**src/rtl/uart_rx_controller.sv**
```systemverilog
// UART receive sequencer: synchronizes the serial pin, walks START/DATA/STOP/CLEANUP,
// assembles the byte LSB first and emits one-cycle data-valid or framing-error strobes.
module uart_rx_controller #(
   parameter int CLKS_PER_BIT = 434
) (
   input  logic        i_Clock,
   input  logic        i_Reset,
   input  logic        i_Rx_Serial,
   output logic        o_Rx_DV,
   output logic [7:0]  o_Rx_Byte,
   output logic        o_Frame_Err,
   output logic        o_Busy,
   output logic [2:0]  o_SM_Main,
   output logic [2:0]  o_Bit_Index,
   output logic [15:0] o_Clock_Count
);

   localparam logic [2:0] S_IDLE    = 3'b000;
   localparam logic [2:0] S_START   = 3'b001;
   localparam logic [2:0] S_DATA    = 3'b010;
   localparam logic [2:0] S_STOP    = 3'b011;
   localparam logic [2:0] S_CLEANUP = 3'b100;

   localparam logic [15:0] HALF = 16'((CLKS_PER_BIT - 1) / 2);
   localparam logic [15:0] FULL = 16'(CLKS_PER_BIT - 1);

   logic        r_Rx_Meta;
   logic        r_Rx_Sync;
   logic [2:0]  r_SM_Main;
   logic [2:0]  w_SM_Next;
   logic [15:0] r_Clock_Count;
   logic [2:0]  r_Bit_Index;
   logic [7:0]  r_Shift;
   logic [7:0]  r_Rx_Byte;
   logic        r_Rx_DV;
   logic        r_Frame_Err;
   logic        w_Half_Hit;
   logic        w_Full_Hit;
   logic        w_Stop_Good;
   logic        w_Stop_Bad;
   logic        w_Busy;

   // Two-flop synchronizer; resets to the idle-high line level
   always_ff @(posedge i_Clock) begin
      if (i_Reset) begin
         r_Rx_Meta <= 1'b1;
         r_Rx_Sync <= 1'b1;
      end else begin
         r_Rx_Meta <= i_Rx_Serial;
         r_Rx_Sync <= r_Rx_Meta;
      end
   end

   always_ff @(posedge i_Clock) begin
      if (i_Reset) r_SM_Main <= S_IDLE;
      else         r_SM_Main <= w_SM_Next;
   end

   always_comb begin
      w_SM_Next = S_IDLE;
      case (r_SM_Main)
         S_IDLE:    w_SM_Next = r_Rx_Sync ? S_IDLE : S_START;
         S_START: begin
            if (!w_Half_Hit)    w_SM_Next = S_START;
            else if (r_Rx_Sync) w_SM_Next = S_IDLE;
            else                w_SM_Next = S_DATA;
         end
         S_DATA:    w_SM_Next = (w_Full_Hit && r_Bit_Index == 3'd7) ? S_STOP : S_DATA;
         S_STOP:    w_SM_Next = w_Full_Hit ? S_CLEANUP : S_STOP;
         // Holding here while the line is low keeps a break from retriggering a frame
         S_CLEANUP: w_SM_Next = r_Rx_Sync ? S_IDLE : S_CLEANUP;
         default:   w_SM_Next = S_IDLE;
      endcase
   end

   always_comb begin
      w_Half_Hit  = (r_Clock_Count == HALF);
      w_Full_Hit  = (r_Clock_Count == FULL);
      w_Stop_Good = (r_SM_Main == S_STOP) && w_Full_Hit && r_Rx_Sync;
      w_Stop_Bad  = (r_SM_Main == S_STOP) && w_Full_Hit && !r_Rx_Sync;
      w_Busy      = (r_SM_Main != S_IDLE);
   end

   always_ff @(posedge i_Clock) begin
      if (i_Reset) begin
         r_Clock_Count <= 16'd0;
         r_Bit_Index   <= 3'd0;
         r_Shift       <= 8'h00;
         r_Rx_Byte     <= 8'h00;
         r_Rx_DV       <= 1'b0;
         r_Frame_Err   <= 1'b0;
      end else begin
         r_Rx_DV     <= w_Stop_Good;
         r_Frame_Err <= w_Stop_Bad;
         if (w_Stop_Good) r_Rx_Byte <= r_Shift;
         case (r_SM_Main)
            S_START: begin
               r_Bit_Index <= 3'd0;
               if (r_Clock_Count < HALF) r_Clock_Count <= r_Clock_Count + 16'd1;
               else                      r_Clock_Count <= 16'd0;
            end
            S_DATA: begin
               if (r_Clock_Count < FULL) begin
                  r_Clock_Count <= r_Clock_Count + 16'd1;
               end else begin
                  r_Clock_Count          <= 16'd0;
                  r_Shift[r_Bit_Index]   <= r_Rx_Sync;
                  r_Bit_Index            <= (r_Bit_Index == 3'd7) ? 3'd0 : r_Bit_Index + 3'd1;
               end
            end
            S_STOP: begin
               if (r_Clock_Count < FULL) r_Clock_Count <= r_Clock_Count + 16'd1;
               else                      r_Clock_Count <= 16'd0;
            end
            default: begin
               r_Clock_Count <= 16'd0;
               r_Bit_Index   <= 3'd0;
            end
         endcase
      end
   end

   assign o_Rx_DV       = r_Rx_DV;
   assign o_Rx_Byte     = r_Rx_Byte;
   assign o_Frame_Err   = r_Frame_Err;
   assign o_Busy        = w_Busy;
   assign o_SM_Main     = r_SM_Main;
   assign o_Bit_Index   = r_Bit_Index;
   assign o_Clock_Count = r_Clock_Count;

endmodule
```
**config.mk**
```make
export PLATFORM = sky130hd
export DESIGN_NAME = uart_rx_controller
export DESIGN_NICKNAME = d
export VERILOG_FILES = /design/src/rtl/uart_rx_controller.sv
export SDC_FILE = /design/constraint.sdc
export NUM_CORES = 1
export LEC_CHECK = 0
export CELL_PAD_IN_SITES_DETAIL_PLACEMENT = 0
export CELL_PAD_IN_SITES_GLOBAL_PLACEMENT = 2
export CORE_ASPECT_RATIO = 2
export CORE_MARGIN = 8
export CORE_UTILIZATION = 33
export CTS_CLUSTER_SIZE = 14
export DETAILED_ROUTE_END_ITERATION = 12
export GPL_ROUTABILITY_DRIVEN = 0
export PLACE_DENSITY = 0.9
export SYNTH_ARGS = -nofsm -noshare
export SYNTH_HDL_FRONTEND = slang
export SYNTH_SLANG_ARGS = --single-unit
```
**constraint.sdc**
```tcl
create_clock -name i_Clock -period 2.45 [get_ports i_Clock]
set_input_delay 0.6125 -clock i_Clock [delete_from_list [all_inputs] [get_ports i_Clock]]
set_output_delay 0.6125 -clock i_Clock [all_outputs]
set_load 0.1 [all_outputs]
```
==> run metrics <==
crit end category output pin; Final Hold Viols 0; initial core utilization 34.3%; Layout fillers 574; clock tree from TritonCTS done; category of the most critical setup path register to output pin; detail-routed via count per cell 4.92; Synth top cells by count 42 x sky130_fd_sc_hd__dfxtp_1, 21 x sky130_fd_sc_hd__nor2_1, 14 x sky130_fd_sc_hd__nand2_1, 14 x sky130_fd_sc_hd__o21ai_0, 13 x sky130_fd_sc_hd__nand2b_1; Die Height around 120 um; Pwr Density between 500 and 600 mW/mm^2; number of nets in the final layout between 200 and 300; DR DRC count 0; FF+latch count, synth 42; drt first-iter violations between 70 and 80; count of instances resized after the clock tree is built 0; largest stage delay on the critical path ~0.48 ns; Synth Instances 206; number of clock buffers inserted by TritonCTS 5; crit path time final 2.05 ns; Critical Path Source Type register; Ports 36; Area Overhead vs Synth 24.1%; cell with the largest stage delay on the worst path sky130_fd_sc_hd__or3_2; maximum number of pins on one net before global-route repair 23; worst hold slack 0.416 ns; slew at the pin closest to its max-slew limit approximately 0.65 ns; GRT Residual Overflow 0; unrepaired setup endpoints after global routing no; post-route antenna net violation count 0; root buffer cell sky130_fd_sc_hd__clkbuf_8; clock transition time at the flip-flop clock pins of the worst setup and hold paths 0.08 ns; worst slew margin relative to its limit 56.6%; total count of max-transition violations in the final report 0; Final Skew 0.00982 ns; gate family responsible for the most delay along the worst path simple AND/OR/NAND/NOR gates; most frequent cell after synthesis sky130_fd_sc_hd__dfxtp_1; share of the yosys chip area belonging to registers around 45%; wire length of the first global-routing pass approximately 7.3 mm; distinct cell type count of the synthesized netlist 43; CTS Buffer Depth 2; number of buffers inserted by hold repair at cts 0; Req. time, crit path 1.84 ns; share of the clock period used by the worst path 83.8%; worst hold-check path type register to register; number of rows created at floorplan 38; Floorplan Core Area ~0.0054 mm^2; critical path arrival roughly 1.4 ns; buffers plus inverters on the worst setup path 1; Detailed Route WL roughly 4.4 mm; via count of the first global-routing pass around 1500; Leak just over 0.9 nW; Peak Freq just under 500 MHz; layout cell share with drive strength beyond 1 roughly 22%; predominant post-synthesis flop cell sky130_fd_sc_hd__dfxtp_1; final-report setup violation count 0; area enclosed by the die boundary ~0.0084 mm^2; horizontal die dimension roughly 70 um; # diodes 0; post-DR wirelength/cell about 14 um; initial antenna violation count 0; final setup TNS 0 ns; number of warning messages in the yosys log 0; global-route usage over all layers 10.5%; number of max-capacitance violations reported 0; count of TritonRoute iterations in the first routing pass 4; largest vdd supply drop 0.418 mV; HPWL reported at the end of detailed placement 3.47 mm; overall power between 0.001 and 0.0015 W; crit path cell chain or3_2 > buf_4; Post-synth EDFFs 0; mean instance size in the synthesized netlist roughly 9.0 um^2; biggest fanout along the worst timing path 11; async set-reset flop share out of synthesis 0%; buffers inserted during post-CTS setup optimization 0; area share of the largest cell type after synthesis approximately 45%; dominant cells by area after synthesis sky130_fd_sc_hd__dfxtp_1 45%, sky130_fd_sc_hd__mux2i_1 5.9%, sky130_fd_sc_hd__nand2b_1 4.4%; clock sink count 42; number of levels the H-tree was split into 2; via count roughly 1500; Yosys top cell by area sky130_fd_sc_hd__dfxtp_1; insertion delay to the later sink of the worst-skew pair between 0.2 and 0.3 ns; status finished clean; count of port buffers added during placement 35; post-synthesis instance area between 0.0015 and 0.002 mm^2
-- path summary, 6_finish.rpt --
path,slack [ns],startpoint,cells after the start,end
min,0.42,r_Rx_Meta,1,r_Rx_Sync
max reg2reg,0.67,o_Clock_Count[0],5,o_Rx_Byte[1]
min reg2reg,0.42,r_Rx_Meta,1,r_Rx_Sync
max,0.40,o_SM_Main[0],2,o_Busy
-- final cells by class --
class	count	area (um^2)	area share, %
clock buffers	7	86.3	3.74
repair buffers	40	305	13.2
flip-flops and latches	42	842	36.5
multi-input cells	154	975	42.2
well taps	60	75.1	3.25
clock inverters	1	5.00	0.217
inverters	5	18.8	0.813
-- state kept, by name, indices dropped and copies added (netlist names) --
name / flops
o_SM_Main: 3
r_Rx_Sync: 1
o_Rx_Byte: 8
o_Bit_Index: 3
r_Shift: 8
o_Rx_DV: 1
o_Frame_Err: 1
o_Clock_Count: 16
r_Rx_Meta: 1
-- logic make-up (layout without fill, tap and decap cells) --
group	count (synthesis)	in the layout	synth area share, %
DFF	42	42	45.2
and+or+nand+nor	88	88	26.7
buffers and inverters	16	53	3.63
muxes	11	11	5.92
adders and majority gates	6	6	4.04
other	1	7	0.202
xor gates and xnor gates	7	7	3.30
AOI/OAI and AO/OA	35	35	11.0
-- metrics by stage --
stage          worst slack, ns  util (%)  cells  instance area (um^2)
6_report                 0.397      42.6    309                  2310
5_1_grt                  0.336      42.6    309                  2310
4_1_cts                  0.393      42.6    309                  2310
3_5_place_dp             0.347      40.9    301                  2220
3_3_place_gp             0.346      40.9    301                  2220
2_1_floorplan           0.0300         -    212                  1880
-- worst reg2reg max path, cell delays in order (launching register included) --
cell and delay (ns):
sky130_fd_sc_hd__dfxtp_1 0.44, sky130_fd_sc_hd__ha_1 0.17, sky130_fd_sc_hd__nor4b_2 0.21, sky130_fd_sc_hd__nor2b_1 0.58
sky130_fd_sc_hd__nand3_1 0.16, sky130_fd_sc_hd__a21oi_1 0.16
-- metal layers --
metal / up-vias / GRT usage [%] / routed length (um)
li1: 788 / - / -
met1: 694 / 9.97 / 1720
met2: 32 / 20.4 / 2450
met3: 5 / 2.61 / 157
met4: 0 / 5.03 / 81
met5: - / 0 / 0
-- report_power, final --
group	switching [W]	leakage, nW	internal, W
Sequential	0.00000896	0.342	0.000691
Clock	0.000227	0.0482	0.000227
Combinational	0.0000769	0.536	0.0000249
-- placed cells by master, fill, tap and decap left out, types with 3 or more instances in the layout --
master	n
sky130_fd_sc_hd__o21ai_0	14
sky130_fd_sc_hd__or2_2	3
sky130_fd_sc_hd__dfxtp_1	41
sky130_fd_sc_hd__mux2i_1	11
sky130_fd_sc_hd__ha_1	6
sky130_fd_sc_hd__inv_1	5
sky130_fd_sc_hd__a21oi_1	10
sky130_fd_sc_hd__nand3_1	12
sky130_fd_sc_hd__conb_1	7
sky130_fd_sc_hd__nor2_1	21
sky130_fd_sc_hd__xnor2_1	5
sky130_fd_sc_hd__nand2_1	14
sky130_fd_sc_hd__buf_4	38
sky130_fd_sc_hd__nor3_1	6
sky130_fd_sc_hd__clkbuf_8	6
sky130_fd_sc_hd__nand2b_1	13
No activity file was read; power rests on OpenSTA's default activity.
